===== config.mk =====
export PLATFORM = sky130hd
export DESIGN_NAME = fetch_sequencer_flat
export DESIGN_NICKNAME = d
export VERILOG_FILES = /design/src/rtl/fetch_pkg.sv /design/src/rtl/fetch_sequencer_if.sv /design/src/rtl/fetch_ibuf.sv /design/src/rtl/fetch_sequencer.sv /design/src/flat_wrapper.sv
export SDC_FILE = /design/constraint.sdc
export NUM_CORES = 1
export LEC_CHECK = 0
export CORE_UTILIZATION = 55
export DETAILED_ROUTE_END_ITERATION = 7
export MAX_ROUTING_LAYER = met4
export PLACE_DENSITY = 0.86
export SYNTH_ARGS = -nofsm -noshare
export SYNTH_HDL_FRONTEND = slang
export SYNTH_SLANG_ARGS = --single-unit

===== constraint.sdc =====
create_clock -name clk -period 4.8 [get_ports clk]
set_input_delay 1.44 -clock clk [delete_from_list [all_inputs] [get_ports clk]]
set_output_delay 1.44 -clock clk [all_outputs]
set_load 0.005 [all_outputs]

===== src/rtl/fetch_pkg.sv =====
// Shared types and constants for the fetch sequencer slice.
// State encoding of the request FSM plus instruction width and PC step.
package fetch_pkg;
  typedef enum logic [1:0] {IDLE, REQ, HOLD, DISCARD} fetch_state_t;
  localparam int INSTR_W = 32;
  localparam int PC_INC  = 4;
endpackage


===== src/rtl/fetch_sequencer_if.sv =====
// Fetch-side bundle: branch redirect and decode stall in, imem req/ack, buffered instruction out.
// master = fetch_sequencer, slave = surrounding pipeline and instruction memory.
interface fetch_sequencer_if #(parameter int N = 64);
  import fetch_pkg::*;

  logic               branch_req;
  logic [N-1:0]       branch_target;
  logic               stall;
  logic               imem_req;
  logic [N-1:0]       imem_addr;
  logic               imem_ack;
  logic [INSTR_W-1:0] imem_rdata;
  logic               instr_valid;
  logic [INSTR_W-1:0] instr;
  logic [N-1:0]       instr_pc;

  modport master (
    input  branch_req, branch_target, stall, imem_ack, imem_rdata,
    output imem_req, imem_addr, instr_valid, instr, instr_pc
  );

  modport slave (
    output branch_req, branch_target, stall, imem_ack, imem_rdata,
    input  imem_req, imem_addr, instr_valid, instr, instr_pc
  );
endinterface


===== src/rtl/fetch_ibuf.sv =====
// Holding register for one fetched instruction and its PC; 1-cycle load, clear beats load.
// Contents persist until cleared, which is how a decode stall is absorbed.
module fetch_ibuf import fetch_pkg::*; #(
  parameter int N = 64
) (
  input  logic               clk,
  input  logic               rst_n,
  input  logic               load_vld,
  input  logic               clear,
  input  logic [INSTR_W-1:0] load_instr,
  input  logic [N-1:0]       load_pc,
  output logic               instr_vld,
  output logic [INSTR_W-1:0] instr,
  output logic [N-1:0]       instr_pc
);
  logic               vld_q, vld_d;
  logic [INSTR_W-1:0] instr_q, instr_d;
  logic [N-1:0]       pc_q, pc_d;

  // Clearing only drops the valid bit; the stale word is never observed while invalid.
  always_comb begin
    vld_d   = vld_q;
    instr_d = instr_q;
    pc_d    = pc_q;
    if (clear) begin
      vld_d = 1'b0;
    end else if (load_vld) begin
      vld_d   = 1'b1;
      instr_d = load_instr;
      pc_d    = load_pc;
    end
  end

  always_ff @(posedge clk or negedge rst_n) begin
    if (!rst_n) begin
      vld_q   <= 1'b0;
      instr_q <= '0;
      pc_q    <= '0;
    end else begin
      vld_q   <= vld_d;
      instr_q <= instr_d;
      pc_q    <= pc_d;
    end
  end

  assign instr_vld = vld_q;
  assign instr     = instr_q;
  assign instr_pc  = pc_q;
endmodule


===== src/rtl/fetch_sequencer.sv =====
// Owns the PC and runs one imem request at a time; instr_valid arrives ack latency + 1 after REQ entry.
// Decode stall holds the buffered word; branches flush it and redirect at any time, all outputs registered.
module fetch_sequencer import fetch_pkg::*; #(
  parameter int           N        = 64,
  parameter logic [N-1:0] RESET_PC = '0
) (
  input  logic              clk,
  input  logic              reset,
  fetch_sequencer_if.master bus
);
  fetch_state_t state_q, state_d;
  logic [N-1:0] pc_q, pc_d;
  logic [N-1:0] req_addr_q, req_addr_d;
  logic [N-1:0] pc_inc;
  logic         ibuf_load;
  logic         ibuf_clear;
  logic         ibuf_vld;
  logic [INSTR_W-1:0] ibuf_instr;
  logic [N-1:0] ibuf_pc;

  assign pc_inc = req_addr_q + N'(PC_INC);

  always_comb begin
    state_d    = state_q;
    pc_d       = pc_q;
    req_addr_d = req_addr_q;
    ibuf_load  = 1'b0;
    ibuf_clear = bus.branch_req;
    case (state_q)
      IDLE: begin
        state_d    = REQ;
        req_addr_d = bus.branch_req ? bus.branch_target : pc_q;
      end
      REQ: begin
        if (bus.imem_ack && !bus.branch_req) begin
          ibuf_load = 1'b1;
          pc_d      = pc_inc;
          state_d   = HOLD;
        end else if (bus.branch_req && !bus.imem_ack) begin
          pc_d    = bus.branch_target;
          state_d = DISCARD;
        end else if (bus.branch_req && bus.imem_ack) begin
          // Request is complete but redirected; reissue straight at the target.
          req_addr_d = bus.branch_target;
        end
      end
      HOLD: begin
        if (bus.branch_req) begin
          req_addr_d = bus.branch_target;
          state_d    = REQ;
        end else if (!bus.stall) begin
          ibuf_clear = 1'b1;
          req_addr_d = pc_q;
          state_d    = REQ;
        end
      end
      DISCARD: begin
        // The old request must still complete before a new address may be presented.
        if (bus.imem_ack) begin
          req_addr_d = bus.branch_req ? bus.branch_target : pc_q;
          state_d    = REQ;
        end else if (bus.branch_req) begin
          pc_d = bus.branch_target;
        end
      end
      default: state_d = IDLE;
    endcase
  end

  always_ff @(posedge clk or negedge reset) begin
    if (!reset) begin
      state_q    <= IDLE;
      pc_q       <= RESET_PC;
      req_addr_q <= '0;
    end else begin
      state_q    <= state_d;
      pc_q       <= pc_d;
      req_addr_q <= req_addr_d;
    end
  end

  fetch_ibuf #(.N(N)) u_ibuf (
    .clk        (clk),
    .rst_n      (reset),
    .load_vld   (ibuf_load),
    .clear      (ibuf_clear),
    .load_instr (bus.imem_rdata),
    .load_pc    (req_addr_q),
    .instr_vld  (ibuf_vld),
    .instr      (ibuf_instr),
    .instr_pc   (ibuf_pc)
  );

  assign bus.imem_req    = (state_q == REQ) || (state_q == DISCARD);
  assign bus.imem_addr   = req_addr_q;
  assign bus.instr_valid = ibuf_vld;
  assign bus.instr       = ibuf_instr;
  assign bus.instr_pc    = ibuf_pc;
endmodule


===== src/flat_wrapper.sv =====
// flat-port wrapper written by rule: the top's interface ports become plain ports
module fetch_sequencer_flat import fetch_pkg::*;
#(
  parameter int           N        = 64,
  parameter logic [N-1:0] RESET_PC = '0
)
  (clk, reset, bus_branch_req, bus_branch_target, bus_stall, bus_imem_ack, bus_imem_rdata, bus_imem_req, bus_imem_addr, bus_instr_valid, bus_instr, bus_instr_pc);
  fetch_sequencer_if #(.N(N)) bus_i ();
  input  logic clk;
  input  logic reset;
  input wire logic [$bits(bus_i.branch_req)-1:0] bus_branch_req;
  input wire logic [$bits(bus_i.branch_target)-1:0] bus_branch_target;
  input wire logic [$bits(bus_i.stall)-1:0] bus_stall;
  input wire logic [$bits(bus_i.imem_ack)-1:0] bus_imem_ack;
  input wire logic [$bits(bus_i.imem_rdata)-1:0] bus_imem_rdata;
  output wire logic [$bits(bus_i.imem_req)-1:0] bus_imem_req;
  output wire logic [$bits(bus_i.imem_addr)-1:0] bus_imem_addr;
  output wire logic [$bits(bus_i.instr_valid)-1:0] bus_instr_valid;
  output wire logic [$bits(bus_i.instr)-1:0] bus_instr;
  output wire logic [$bits(bus_i.instr_pc)-1:0] bus_instr_pc;
  assign bus_i.branch_req = bus_branch_req;
  assign bus_i.branch_target = bus_branch_target;
  assign bus_i.stall = bus_stall;
  assign bus_i.imem_ack = bus_imem_ack;
  assign bus_i.imem_rdata = bus_imem_rdata;
  assign bus_imem_req = bus_i.imem_req;
  assign bus_imem_addr = bus_i.imem_addr;
  assign bus_instr_valid = bus_i.instr_valid;
  assign bus_instr = bus_i.instr;
  assign bus_instr_pc = bus_i.instr_pc;
  fetch_sequencer #(.N(N), .RESET_PC(RESET_PC)) u_core (.clk(clk), .reset(reset), .bus(bus_i));
endmodule

# After elaboration in Yosys (flattened, before gate mapping)
# Index checks and enable logic that the tools add are counted.
[op_classes]
eq_ne = 10
bitwise = 1
n_mux = 25
n_addsub = 1
reduce_logical = 13
[op_table]
columns = ["cell", "count"]
rows = [
  ["$mux 64", 10],
  ["$pmux 64 s4", 1],
  ["$pmux 64 s2", 1],
  ["$add 64x3->64 const B", 1],
  ["$mux 2", 5],
  ["$ne 2x2->1 const B", 4],
  ["$pmux 2 s4", 1],
  ["$mux 1", 7],
  ["$reduce_and 3->1", 2],
  ["$reduce_and 5->1", 1],
  ["$eq 2x2->1 const B", 2],
  ["$reduce_bool 2->1", 2],
  ["$logic_and 1x1->1", 3],
  ["$ne 3x1->1 const B", 1],
  ["$ne 3x3->1 const B", 1],
  ["$eq 2x1->1 const B", 1],
  ["$logic_not 1->1", 2],
  ["$logic_not 2->1", 1],
  ["$ne 2x1->1 const B", 1],
  ["$reduce_and 2->1", 1],
  ["$logic_or 1x1->1", 1],
  ["$not 1->1", 1],
]
[word_totals]
register_bits = 227
output_inout_bits = 162
input_bits = 101
wordCells = 56

# Depth between registers and ports, before layout
# Gate-level depths: netlist of run 1.
[logic_depth]
depth_word = 6
mapped_depth = 8
ltp_nobuf = 6

# Modules after synthesis
# A second synthesis of run 1 with hierarchy kept.
[hier_totals]
hier_cells = 1010
area_unflattened_um2 = 11149.4
[modules_own_cells]
columns = ["module", "area_each_um2", "seq_area_each_um2", "cells_each", "n_inst"]
rows = [
  ["fetch_sequencer", 7338.3, 3253.1, 803, 1],
  ["fetch_ibuf", 3811.2, 2427.3, 207, 1],
]

# Worst setup path after synthesis of run 1
# Ideal clock, no wire load.
[synth_path]
path_kind = "input to register"
start = "input port bus_branch_req"
end = "register u_core.req_addr_q[23] (netlist: u_core.bus.imem_addr[23])"
arrival_ps = 3064
setup_slack_ps = 1599
required_time_ps = 4663
setup_ps = 137
n_path_buf = 3
cell_stages = 6
path_cell_list = "clkbuf_1 buf_1 nor2_1 clkbuf_1 mux2i_1 a21oi_1"
[synth_via]
elab_chain_cells = 4
elab_cells_between_ends = 13
classes_between = "4 x eq/ne; 4 x mux; 5 x reduce/logical"
[synth_lines]
columns = ["item", "line", "source"]
rows = [
  ["from (decl)", "flat_wrapper.sv:11", "input wire logic [$bits(bus_i.branch_req)-1:0] bus_branch_req;"],
  ["$logic_not 1->1", "fetch_sequencer.sv:35", "if (bus.imem_ack && !bus.branch_req) begin"],
  ["$logic_and 1x1->1", "fetch_sequencer.sv:35", ""],
  ["$ne 2x2->1 (no line)", "--", ""],
  ["$reduce_and 5->1 (no line)", "--", ""],
  ["to (signal assigned)", "fetch_sequencer.sv:78", "req_addr_q <= req_addr_d;"],
  ["to (decl)", "fetch_sequencer.sv:13", "logic [N-1:0] req_addr_q, req_addr_d;"],
]
# Parallel ways exist; a longest one is shown, timed or not. The select of a mux whose other input is x is not followed.
# A chain may end at the register's enable or synchronous reset.

# Final worst setup path of run 1
[layout_path]
start = "input port bus_imem_ack"
end = "register u_core.pc_q[55]"
[layout_via]
elab_chain_cells = 4
elab_cells_between_ends = 8
classes_between = "2 x eq/ne; 2 x mux; 4 x reduce/logical"
[layout_lines]
columns = ["item", "line", "source"]
rows = [
  ["from (decl)", "flat_wrapper.sv:14", "input wire logic [$bits(bus_i.imem_ack)-1:0] bus_imem_ack;"],
  ["$logic_not 1->1", "fetch_sequencer.sv:39", "end else if (bus.branch_req && !bus.imem_ack) begin"],
  ["$logic_and 1x1->1", "fetch_sequencer.sv:39", ""],
  ["$ne 3x1->1 (no line)", "--", ""],
  ["$reduce_and 3->1 (no line)", "--", ""],
  ["to (signal assigned)", "fetch_sequencer.sv:77", "pc_q <= pc_d;"],
  ["to (decl)", "fetch_sequencer.sv:12", "logic [N-1:0] pc_q, pc_d;"],
]
# Parallel ways exist; a longest one is shown, timed or not.

==> summary.md, run 1 <==
| Metric | Value |
|---|---|
| Area share of the largest cell type after synthesis | 48.8% |
| Worst-margin pin slew | 1300 ps |
| Status | finished clean |
| Slew margin rel. | 13.1% |
| Post-route ant nets | 0 |
| Sequential area share after synthesis | 48.8% |
| Minimum clock period | 3580 ps |
| Synth Flop Type | dfrtp_1 |
| CP max FO | 16 |
| Fmax | 279 MHz |
| DP Area | 14400 um2 |
| Critical path startpoint | bus_imem_ack |
| Final Core Density | 74.1% |
| Post-CTS Hold Fix Bufs | 0 |
| CTS buffer count | 24 |
| Distinct cells, synth | 59 |
| CTS root buffer | clkbuf_16 |
| Count of final setup violators | 0 |
| Gate Count Post-Synth | 1357 |
| Leak | 0.00652 uW |
| Cell area after synthesis | 11600 um2 |
| FP Rows | 52 |
| Largest net degree at the start of global routing | 111 |
| Max_cap viols | 0 |
| Final Net Count | 1667 |
| Initial Util | 56.8% |
| RePlAce Congestion | 0.904 |
| Vias in the first global route | 10917 |
| Clock sinks | 227 |
| Die height | 147 um |
| GRT Total Usage | 34.3% |
| Drt drc | 0 |
| R2r startpoint | u_core.bus.imem_addr[4]$_DFFE_PN0P_ |
| Synthesized flop and latch total | 227 |
| HP Start | u_core.u_ibuf.instr[12]$_DFFE_PN0P_ |
| Critical Path End Type | flip-flop |
| Setup TNS | 0 ps |
| Ratio of cells with drive above 1 in the final layout | 4.11% |
| CTS max path bufs | 3 |
| First-pass GRT wire length | 57.7 mm |
| Async SR Flop Fraction | 100% |
| Initial antenna violation count | 2 |
| Worst EP arrival | 4010 ps |
| Fin Clk Skew | 12.7 ps |
| Total power | 6990 uW |
| CTS H-Tree Depth | 1 |
| Req. time, crit path | 5230 ps |
| First DRT Iteration DRCs | 1278 |
| Post-route cell area | 15200 um2 |
| Worst VDD drop | 259 uV |
| Startpoint Class | input pin |
| Die span in x | 147 um |
| Routed WL | 35.9 mm |
| PwrDens | 461 nW/um2 |
| Number of setup buffers added after CTS | 0 |
| Port-buffer cells | 262 |
| WL/cell | 19.4 um |
| Layout area overhead | 30.5% |
| Top cells by area, synth | dfrtp_1, nand2_1, mux2i_1, a21oi_1, nor2_1 |
| Top cell type by total area after synthesis | dfrtp_1 |
| Hold crit path type | flip-flop to flip-flop |
| Number of synthesized flops with an enable pin | 0 |
| DPL Wire Length | 23.8 mm |
| Grt ovf | 0 |
| Final Hold Violating Endpoints | 0 |
| Max-slew violation count | 0 |
| Die area | 21700 um2 |
| Core area | 20500 um2 |
| Synth Warn # | 0 |
| Final Cycle Share | 74.6% |
| Clock transition at path regs | 60 ps |
| Router iterations before antenna repair | 6 |
| CP Class | input pin to flip-flop |
| Clock latency on the worst-skew pair | 520 ps |
| Drt via density | 6.11 |
| Io pins | 263 |
| Synth Net Count | 1459 |
| TritonCTS clock tree | yes |
| Vias | 11320 |
| PostCTS Resize Cnt | 0 |
| Unrepaired setup endpoints after global routing | false |
| Mapped Avg Cell Area | 8.57 um2 |
## flip-flops by register name, summed over array words and instances, names as in the netlist
register,flops
u_core.bus.imem_addr,64
u_core.pc_q,64
u_core.u_ibuf.instr_pc,64
u_core.u_ibuf.instr,32
u_core.state_q,2
u_core.u_ibuf.instr_vld,1
## path summary, 6_finish.rpt
| path | to | slack [ps] | depth (start not counted) |
|---|---|---|---|
| max | u_core.pc_q[55]$_DFFE_PN0P_ | 1220 | 7 |
| min | u_core.u_ibuf.instr[12]$_DFFE_PN0P_ | 470 | 2 |
| max reg2reg | u_core.pc_q[51]$_DFFE_PN0P_ | 1750 | 5 |
| min reg2reg | u_core.u_ibuf.instr[12]$_DFFE_PN0P_ | 470 | 2 |
| max in group asynchronous | u_core.u_ibuf.instr[7]$_DFFE_PN0P_ | 2950 | 2 |
| min in group asynchronous | u_core.u_ibuf.instr_pc[24]$_DFFE_PN0P_ | 940 | 1 |
## worst max-delay path, stage by stage
cell and delay (ps):
clkdlybuf4s50_1 500, buf_4 230, nor2b_4 130, a21oi_1 1030, a211oi_1 190, mux2_2 310
nor3_1 160
## Yosys cell counts (8+ instances only)
cell type and n:
o221ai_1 14, and3_1 11, inv_1 8, nor2_1 101
nor3_1 21, buf_2 11, clkbuf_1 79, nand3_1 45
o21ai_0 47, nor4_1 28, a21oi_1 111, xor2_1 10
dfrtp_1 227, mux2i_1 90, nand4_1 31, buf_1 8
xnor2_1 29, nand2b_1 11, nand2_1 384
## cell usage in the layout (no fill, tap or decap), types with 3 or more instances in the layout
cell / netlist / final
or3_1: 7 / 7
mux2i_1: 90 / 90
nor3_1: 21 / 21
clkbuf_1: 79 / 11
inv_1: 8 / 8
xnor2_1: 29 / 29
dfrtp_1: 227 / 227
nand2b_1: 11 / 11
a22o_1: 4 / 4
o221ai_1: 14 / 14
a31oi_1: 7 / 7
nand4_1: 31 / 31
o22ai_1: 7 / 7
o21ai_0: 47 / 47
and4_1: 6 / 6
nand3b_1: 4 / 4
and3_1: 11 / 11
buf_12: 0 / 3
nor2b_1: 4 / 3
or4_1: 4 / 4
a221o_1: 4 / 4
nand2_1: 384 / 384
mux2_2: 3 / 3
xor2_1: 10 / 10
buf_4: 0 / 17
nand3_1: 45 / 45
clkbuf_16: 0 / 25
nor2_1: 101 / 99
nor4_1: 28 / 28
a21oi_1: 111 / 111
clkdlybuf4s50_1: 0 / 260
a32oi_1: 4 / 4
## report_power, final
group / leakage (uW) / switching, uW / internal, uW / total (uW)
Clock: 0.000357 / 745 / 1040 / 1780
Combinational: 0.00349 / 980 / 1210 / 2190
Sequential: 0.00267 / 585 / 2430 / 3020
## cell type report
cell class | instances | area, um2
diodes | 2 | 5.00
multi-input cells | 1021 | 5580
clock inverters | 3 | 40.0
well taps | 270 | 338
clock buffers | 38 | 694
repair buffers | 282 | 2810
inverters | 9 | 33.8
flip-flops and latches | 227 | 5680
fillers | 1470 | 5320
## kinds of logic after synthesis
logic type,after synthesis,share of synthesized area [%]
mux,93,8.03
flops,227,48.8
buf+inv,109,3.71
xor+xnor,39,2.94
fa+ha+maj,1,0.108
compound gates,217,10.9
simple gates,671,25.5
## per-stage QoR
| step | setup slack, ps | hold WS [ps] | std cells |
|---|---|---|---|
| floorplan | 1600 | 460 | 1357 |
| global placement | 878 | 458 | 1809 |
| detailed placement | 847 | 462 | 1809 |
| CTS | 1340 | 477 | 1850 |
| global route | 1050 | 484 | 1852 |
| finish | 1220 | 471 | 1852 |
## per-layer routing
metal  global-route usage (%)  routed length, um  part of all wire [%]  vias to the layer above
met2                     52.6              17000                    47                      685
met3                     5.28               3610                    10                       99
met4                     13.5               1090                   3.0                        0
met5                        -                  0                     0                        -
met1                     46.0              14200                    40                     5436
li1                         -                  -                     -                     5100
No activity file was read; power rests on OpenSTA's default activity.
==> inputs of run 2 (changes only) <==
CORE_UTILIZATION = 46   (was 55)
PLACE_DENSITY = 0.77   (was 0.86)
clock period = 2.95 ns   (was 4.8 ns; I/O delays follow)
==> run 2 against run 1 <==
Power grew 70%. Critical path depth shrank 2. Clock-buffer cell count shrank 5. Worst hold slack lost 170 ps. Die area grew 19%. Largest power group unchanged. Highest routed layer unchanged. Clock skew shrank 1.6 ps. Utilization shrank 9.4 points.
==> summary.md, run 2 (synthesized netlist as in run 1, its figures left out) <==
| Metric | Value |
|---|---|
| Setup TNS | 0 ps |
| Worst hold margin | 297 ps |
| Reg2reg path depth | 5 |
| FF-to-FF End | u_core.pc_q[51]$_DFFE_PN0P_ |
| Busiest layer in global routing | met2 |
| Leak | 0.00687 uW |
| CTS H-Tree Depth | 1 |
| Hold crit path type | input pin to async pin |
| GRT met1 Usage | 39.3% |
| Largest net degree at the start of global routing | 75 |
| Fill count | 2034 |
| Ratio of cells with drive above 1 in the final layout | 8.00% |
| Final Net Count | 1724 |
| Commonest non-fill, non-tap cell in the layout | nand2_1 |
| Port-buffer cells | 262 |
| CP max FO | 6 |
| Switching portion of total power | 32.4% |
| Drt drc | 0 |
| Post-route ant nets | 0 |
| Count of final setup violators | 0 |
| Initial Util | 47.4% |
| Worst-margin pin slew | 695 ps |
| Final Core Density | 64.6% |
| Io pins | 263 |
| Fmax | 385 MHz |
| Drt via density | 5.73 |
| Register area | 5680 um2 |
| First DRT Iteration DRCs | 1039 |
| Most frequent cells in the layout | nand2_1, clkdlybuf4s50_1, dfrtp_1 |
| Layout area overhead | 36.3% |
| Vias | 11246 |
| RePlAce Congestion | 0.941 |
| DPL Wire Length | 25.8 mm |
| Router iterations before antenna repair | 5 |
| Vias in the first global route | 11252 |
| CTS max path bufs | 3 |
| Routed WL | 37.4 mm |
| Slew margin rel. | 53.3% |
| Die height | 161 um |
| Clock power share | 27.0% |
| TritonCTS clock tree | yes |
| WL/cell | 19.0 um |
| Max_cap viols | 0 |
| Met3 Track Usage GR | 4.52% |
| Clock transition at path regs | 60 ps |
| Initial antenna violation count | 2 |
| Grt ovf | 0 |
| Max-slew violation count | 0 |
| Minimum clock period | 2590 ps |
| Worst setup path endpoint | u_core.pc_q[51]$_DFFE_PN0P_ |
| Internal Pwr Total | 8020 uW |
| CTS buffer count | 25 |
| R2r startpoint | u_core.bus.imem_addr[35]$_DFFE_PN0P_ |
| CP Class | flip-flop to flip-flop |
| R2r setup slk | 360 ps |
| Req. time, crit path | 3350 ps |
| Clock sinks | 227 |
| Die area | 25900 um2 |
| First-pass GRT wire length | 59.6 mm |
| Core area | 24500 um2 |
| Status | finished clean |
| Logic pwr share | 33.1% |
| Critical path startpoint | u_core.bus.imem_addr[35]$_DFFE_PN0P_ |
| FP Rows | 57 |
| Die span in x | 161 um |
| PwrDens | 749 nW/um2 |
| PostCTS Resize Cnt | 0 |
| Worst VDD drop | 413 uV |
| Final Cycle Share | 87.9% |
| Power share of the sequential group | 39.9% |
| GRT Total Usage | 29.7% |
| Fin Clk Skew | 11.1 ps |
| Worst EP arrival | 2990 ps |
| Startpoint Class | flip-flop |
| Global routing usage on met2 | 46.8% |
| Critical Path End Type | flip-flop |
| CTS root buffer | clkbuf_16 |
| P_sw | 3850 uW |
| Final Hold Violating Endpoints | 0 |
| Multi-input logic area | 5580 um2 |
| Unrepaired setup endpoints after global routing | false |
| Post-CTS Hold Fix Bufs | 0 |
| Clock latency on the worst-skew pair | 520 ps |
| Number of setup buffers added after CTS | 0 |
-- run 2: critical path, cell delays in order, from the launching register on --
cell and delay [ps]:
dfrtp_1 440, nand4_1 280, nor4_1 560, or4b_1 590, o31a_1 320, o31a_1 290
-- run 2: worst min-delay path by stage --
stage,slack (ps),startpoint,endpoint
CTS,330,reset,u_core.u_ibuf.instr_pc[23]$_DFFE_PN0P_
floorplan,460,u_core.pc_q[19]$_DFFE_PN0P_,u_core.pc_q[19]$_DFFE_PN0P_
finish,300,reset,u_core.u_ibuf.instr_pc[23]$_DFFE_PN0P_
global placement,460,u_core.u_ibuf.instr_pc[25]$_DFFE_PN0P_,u_core.u_ibuf.instr_pc[25]$_DFFE_PN0P_
detailed placement,460,u_core.u_ibuf.instr_pc[19]$_DFFE_PN0P_,u_core.u_ibuf.instr_pc[19]$_DFFE_PN0P_
global route,340,reset,u_core.u_ibuf.instr_pc[23]$_DFFE_PN0P_
-- run 2: stage by stage --
stage	setup slack [ps]	cell area (um2)	cells	power, uW
6_report	356	15900	1964	11900
3_5_place_dp	82.5	15000	1919	8670
4_1_cts	366	15800	1962	11900
3_3_place_gp	125	15000	1919	8550
5_1_grt	269	15900	1964	12500
2_1_floorplan	304	11600	1357	6330
-- run 2: final cells by class --
| class | instances | share of cell area (%) |
|---|---|---|
| repair buffers | 338 | 20.9 |
| multi-input cells | 1021 | 35.2 |
| well taps | 324 | 2.56 |
| inverters | 9 | 0.213 |
| flip-flops and latches | 227 | 35.8 |
| clock inverters | 10 | 0.805 |
| diodes | 2 | 0.0316 |
| clock buffers | 33 | 4.45 |
-- run 2: metal layers --
metal  wire [um]  share of wire (%)
met5           0                  0
met4         920                2.5
met3        2930                7.8
met2       17800                 48
met1       15800                 42
-- run 2: power groups by stage --
| stage | Clock, uW | Combinational [uW] | Sequential [uW] |
|---|---|---|---|
| finish | 3200 | 3930 | 4740 |
| global route | 3370 | 4290 | 4860 |
| CTS | 3250 | 3950 | 4720 |
| detailed placement | 0 | 3920 | 4750 |
| global placement | 0 | 3820 | 4730 |
| floorplan | 0 | 1680 | 4650 |
